[config.mk]
export PLATFORM = sky130hd
export DESIGN_NAME = multicycle_control_fsm
export DESIGN_NICKNAME = d
export VERILOG_FILES = /design/src/rtl/multicycle_control_fsm.sv
export SDC_FILE = /design/constraint.sdc
export NUM_CORES = 1
export LEC_CHECK = 0
export CORE_UTILIZATION = 49
export CTS_BUF_LIST = sky130_fd_sc_hd__clkbuf_8
export DETAILED_ROUTE_END_ITERATION = 7
export PLACE_DENSITY = 0.91
export SYNTH_ARGS = -nofsm -noshare
export SYNTH_HDL_FRONTEND = slang
export SYNTH_SLANG_ARGS = --single-unit
[constraint.sdc]
create_clock -name Clk -period 3.45 [get_ports Clk]
set_input_delay 0.69 -clock Clk [delete_from_list [all_inputs] [get_ports Clk]]
set_output_delay 0.69 -clock Clk [all_outputs]
set_load 0.005 [all_outputs]
[src/rtl/multicycle_control_fsm.sv]
// Purpose : main control sequencer for the multi-cycle MIPS datapath (fetch/decode/exec/mem/wb).
// Latency : R-type/addi 4, lw 5, sw 4, beq/j 3 cycles from S_FETCH; memory states stretch under MEM_WAIT_EN.
// Backpr. : with MEM_WAIT_EN, S_FETCH/S_MEMRD/S_MEMWR hold while Mem_Ready=0; otherwise Mem_Ready is ignored.
//
// Ports:
//   Clk, Reset (async, active-high)       clock and reset
//   Opcode[5:0], Zero, Mem_Ready          instruction opcode, ALU zero flag, memory completion strobe
//   PC_Write .. ALU_Src_A, ALU_Src_B[1:0],
//   ALU_Op[1:0], PC_Source[1:0]           Moore datapath controls
//   State[3:0]                            current state (debug)
//   Illegal_Op                            sticky trap flag, cleared only by Reset
//   Instr_Count[15:0]                     retired-instruction counter, wraps
//
// Build option: define MEM_WAIT_EN to enable the Mem_Ready stall handshake.
// Zero is consumed by the datapath (ANDed with PC_Write_Cond), not by this sequencer.

module multicycle_control_fsm (
  input  logic        Clk,
  input  logic        Reset,
  input  logic [5:0]  Opcode,
  input  logic        Zero,
  input  logic        Mem_Ready,
  output logic        PC_Write,
  output logic        PC_Write_Cond,
  output logic        IorD,
  output logic        Mem_Read,
  output logic        Mem_Write,
  output logic        Mem_to_Reg,
  output logic        Inst_Reg_Write,
  output logic        Reg_Dst,
  output logic        Reg_Write,
  output logic        ALU_Src_A,
  output logic [1:0]  ALU_Src_B,
  output logic [1:0]  ALU_Op,
  output logic [1:0]  PC_Source,
  output logic [3:0]  State,
  output logic        Illegal_Op,
  output logic [15:0] Instr_Count
);

  typedef enum logic [3:0] {
    S_RST    = 4'd0,
    S_FETCH  = 4'd1,
    S_DECODE = 4'd2,
    S_MEMADR = 4'd3,
    S_MEMRD  = 4'd4,
    S_MEMWB  = 4'd5,
    S_MEMWR  = 4'd6,
    S_EXEC   = 4'd7,
    S_RWB    = 4'd8,
    S_BRANCH = 4'd9,
    S_JUMP   = 4'd10,
    S_ADDIEX = 4'd11,
    S_ADDIWB = 4'd12,
    S_TRAP   = 4'd15
  } state_t;

  localparam logic [5:0] OP_RTYPE = 6'b000000;
  localparam logic [5:0] OP_J     = 6'b000010;
  localparam logic [5:0] OP_BEQ   = 6'b000100;
  localparam logic [5:0] OP_ADDI  = 6'b001000;
  localparam logic [5:0] OP_LW    = 6'b100011;
  localparam logic [5:0] OP_SW    = 6'b101011;

  state_t      state_q, state_d;
  logic [15:0] instr_cnt_q;
  logic        illegal_q;
  logic        mem_done;
  logic        retire;

`ifdef MEM_WAIT_EN
  assign mem_done = Mem_Ready;
  logic unused_zero;
  assign unused_zero = Zero;
`else
  // Every memory access completes in one cycle; the strobe has no effect.
  assign mem_done = 1'b1;
  logic [1:0] unused_inputs;
  assign unused_inputs = {Zero, Mem_Ready};
`endif

  // An instruction retires when a terminal state hands back to fetch.
  always_comb begin
    retire = 1'b0;
    if (state_d == S_FETCH) begin
      case (state_q)
        S_MEMWB, S_MEMWR, S_RWB, S_ADDIWB, S_BRANCH, S_JUMP: retire = 1'b1;
        default:                                            retire = 1'b0;
      endcase
    end
  end

  always_ff @(posedge Clk or posedge Reset) begin
    if (Reset) begin
      state_q     <= S_RST;
      instr_cnt_q <= 16'd0;
      illegal_q   <= 1'b0;
    end else begin
      state_q <= state_d;
      if (state_d == S_TRAP)
        illegal_q <= 1'b1;
      if (retire)
        instr_cnt_q <= instr_cnt_q + 16'd1;
    end
  end

  always_comb begin
    state_d        = state_q;
    PC_Write       = 1'b0;
    PC_Write_Cond  = 1'b0;
    IorD           = 1'b0;
    Mem_Read       = 1'b0;
    Mem_Write      = 1'b0;
    Mem_to_Reg     = 1'b0;
    Inst_Reg_Write = 1'b0;
    Reg_Dst        = 1'b0;
    Reg_Write      = 1'b0;
    ALU_Src_A      = 1'b0;
    ALU_Src_B      = 2'b00;
    ALU_Op         = 2'b00;
    PC_Source      = 2'b00;

    case (state_q)
      S_RST: state_d = S_FETCH;
      S_FETCH: begin
        Mem_Read       = 1'b1;
        ALU_Src_B      = 2'b01;
        // IR and PC only capture once the fetched word is actually valid.
        Inst_Reg_Write = mem_done;
        PC_Write       = mem_done;
        if (mem_done)
          state_d = S_DECODE;
      end
      S_DECODE: begin
        ALU_Src_B = 2'b11;
        case (Opcode)
          OP_LW, OP_SW: state_d = S_MEMADR;
          OP_RTYPE:     state_d = S_EXEC;
          OP_BEQ:       state_d = S_BRANCH;
          OP_J:         state_d = S_JUMP;
          OP_ADDI:      state_d = S_ADDIEX;
          default:      state_d = S_TRAP;
        endcase
      end
      S_MEMADR: begin
        ALU_Src_A = 1'b1;
        ALU_Src_B = 2'b10;
        state_d   = (Opcode == OP_LW) ? S_MEMRD : S_MEMWR;
      end
      S_MEMRD: begin
        Mem_Read = 1'b1;
        IorD     = 1'b1;
        if (mem_done)
          state_d = S_MEMWB;
      end
      S_MEMWR: begin
        Mem_Write = 1'b1;
        IorD      = 1'b1;
        if (mem_done)
          state_d = S_FETCH;
      end
      S_MEMWB: begin
        Reg_Write  = 1'b1;
        Mem_to_Reg = 1'b1;
        state_d    = S_FETCH;
      end
      S_EXEC: begin
        ALU_Src_A = 1'b1;
        ALU_Op    = 2'b10;
        state_d   = S_RWB;
      end
      S_RWB: begin
        Reg_Write = 1'b1;
        Reg_Dst   = 1'b1;
        state_d   = S_FETCH;
      end
      S_ADDIEX: begin
        ALU_Src_A = 1'b1;
        ALU_Src_B = 2'b10;
        state_d   = S_ADDIWB;
      end
      S_ADDIWB: begin
        Reg_Write = 1'b1;
        state_d   = S_FETCH;
      end
      S_BRANCH: begin
        ALU_Src_A     = 1'b1;
        ALU_Op        = 2'b01;
        PC_Write_Cond = 1'b1;
        PC_Source     = 2'b01;
        state_d       = S_FETCH;
      end
      S_JUMP: begin
        PC_Write  = 1'b1;
        PC_Source = 2'b10;
        state_d   = S_FETCH;
      end
      S_TRAP:  state_d = S_TRAP;
      // Unused encodings recover through the reset state.
      default: state_d = S_RST;
    endcase
  end

  assign State       = state_q;
  assign Illegal_Op  = illegal_q;
  assign Instr_Count = instr_cnt_q;

endmodule

==> reports/results.ini <==
[die]
die_w_um = 53.06
die_area_mm2 = 0.002815
fp.dieH_um = 53.06
core_area_mm2 = 0.002477
ioPinCount = 47
initial_core_util_pct = 51.57
num_rows = 18

[placed_design]
dp_slack_ps = 894.7
place_congestion = 0.8106
hpwlAfterDp_mm = 2.262
portBuffers = 44

[final_layout]
n_fill_cell = 191
syn_to_final_growth_pct = 36.73
final_cell_mix = clkdlybuf4s50_1 (44), dfrtp_1 (21), nor2_1 (17)
final_nets = 193
final_layout_size_suffix_gt1_share_pct = 6.630
antenna_cells = 0
final_common_cell = clkdlybuf4s50_1

[sta]
rsz0062_at_grt = no
fin_skew_ps = 4.509
hold_viol = 0
relSlewSlack_pct = 47.69
layout_setup_ws_ps = 662.6
finalSetupViolations = 0
setup_tns_ps = 0
fmax_mhz = 358.8
worst_pin_slew_ps = 783.7
fin_crit_sh_pct = 80.79
drv_slew = 0
fin_crit_ps = 2787

[global_routing]
grt-ovfl-total = 0
grt_first_pass_wirelength_mm = 4.678
grtUsageTotal_pct = 23.04
grt_pass1_vias = 1019
antenna_found_initial = 0
grt_max_degree = 22

[detailed_routing]
routed_via_density = 5.602
totalWireLength_mm = 3.099
drtIter0Drc = 37
vias = 1182
drc = 0
ant_nets = 0
routedWlPerCell_um = 14.69
dr.pass1.iters = 4

[logic_synthesis]
synth.distinct_cells = 41
synthSimpleGateAreaFrac_pct = 26.64
syn_avg_cell_area_um2 = 8.933
synth_compound_area_share_pct = 11.07
synth-xor-area-share_pct = 13.03
synthFlopType = dfrtp_1
synth-adder-area-share_pct = 0.9794
synth_top_area_share_pct = 41.14
muxShareOfSynthArea_pct = 0.8815
yosysSeqAreaShare_pct = 41.14
post-synth-top-area-cell = dfrtp_1
synth_top_family_by_area = simple AND/OR/NAND/NOR gates
synth_seq_cells = 21
synth_edf_count = 0
netlist_area_mm2 = 0.001277
synth_cells = 143
syn-num-nets = 154
yosys_warnings = 0
synthArstFlopShare_pct = 100.0
netlist_top_cells_area = dfrtp_1 (41%), xnor2_1 (6.9%), xor2_1 (6.2%), nor2_1 (5.0%), nand2_1 (3.8%)

[cts]
clk_path_buf_depth = 2
cts_num_sinks = 21
clk_latency_ps = 260
htree_num_levels = 1
cts_root_buf = clkbuf_8
numCtsBuffers = 3
cts_tree = built
cts_setup_buffers = 0
cts.clk_slew.worst_paths_ps = 70
postCtsResizedCells = 0
cts_hold_buffers = 0

[worst_setup_path]
reg2reg_setup_slack_ps = 1160
critical_path_arrival_ps = 2100
timing.rr.start = State[0]
worst-path-max-fanout = 19
crit_path_start_kind = flip-flop
worstPathCellList = nand2b_1 > and2_1 > nor2_1 > clkdlybuf4s50_1
slowest_delay_ps = 780
slowest_stage = dfrtp_1
r2r_cells = 5
r2r_end = Instr_Count[9]
cp-end-kind = output pin
crit_required_ps = 2760
critPathKind = flip-flop to output pin

[min_path]
worstHoldStart = Illegal_Op
min_to = Illegal_Op
hold_class = flip-flop to flip-flop
holdPathStages = 1

[status]
status = complete, no violations

[power_and_ir_drop]
ir_drop_mv = 0.5462
p_total_mw = 1.281
powerDensity_mw_per_mm2 = 733.6
leakagePower_nw = 0.7197

[job]
maxCapViolCount = 0

through the flow:
| stage | instances | hold WS, ps | area, um^2 | util [%] |
|---|---|---|---|---|
| 3_5_place_dp | 207 | 456.4 | 1702 | 68.69 |
| 4_1_cts | 211 | 477.7 | 1747 | 70.51 |
| 2_1_floorplan | 143 | 460.2 | 1277 | - |
| 5_1_grt | 211 | 498.9 | 1747 | 70.51 |
| 6_report | 211 | 477.7 | 1747 | 70.51 |
| 3_3_place_gp | 207 | 456.1 | 1702 | 68.69 |
logic make-up (layout without fill, tap and decap cells):
kind of cell    Yosys count  after routing
simple gates             67             67
xor+xnor                 19             19
mux                       1              1
buf+inv                  17             55
compound gates           17             17
fa+ha+maj                 1              1
flops                    21             21
worst max-delay path by stage:
stage	from	to	slack, ps	cells after the start
3_3_place_gp	Opcode[5]	Illegal_Op	920	5
4_1_cts	State[0]	ALU_Src_B[0]	680	4
2_1_floorplan	Opcode[5]	Illegal_Op	1470	4
6_report	State[0]	ALU_Src_B[0]	660	4
3_5_place_dp	Opcode[5]	Illegal_Op	890	5
5_1_grt	State[0]	ALU_Src_B[0]	530	4
layout make-up:
type                       count  area (um^2)  area share (%)
clock inverter                 1        3.754          0.2149
timing repair buffer          44        440.4           25.21
clock buffer                   3        41.29           2.364
inverter                       7        26.28           1.504
multi-input combinational    105        671.9           38.47
tap                           30        37.54           2.149
sequential                    21        525.5           30.09
power by group:
group	total, mW	switching (mW)	internal, mW
logic	0.666	0.275	0.391
registers	0.459	0.149	0.310
clock network	0.156	0.0772	0.0793
metal layers:
metal	vias to the layer above	GRT usage, %	share of wire [%]
li1	562	-	-
met4	0	6.140	1.1
met1	575	29.36	41
met3	6	5.747	4.4
met2	39	38.40	53
met5	-	0	0
worst max-delay path: cells and delay by family (launching register included):
| family | cells | cell delay, ps |
|---|---|---|
| and+or+nand+nor | 3 | 560 |
| DFF | 1 | 780 |
| buffers and inverters | 1 | 500 |
flip-flops by register name, indices dropped and copies added (netlist names):
name         flops
Illegal_Op       1
Instr_Count     16
State            4
synthesized netlist by cell type, types with 4 or more instances:
cell type   n
nor2_1     17
xor2_1      9
nand2b_1    5
inv_1       7
nor3_1      7
nand2_1    13
dfrtp_1    21
xnor2_1    10
nand3_1     7
buf_2       4
(Power assumes the default switching activity.)
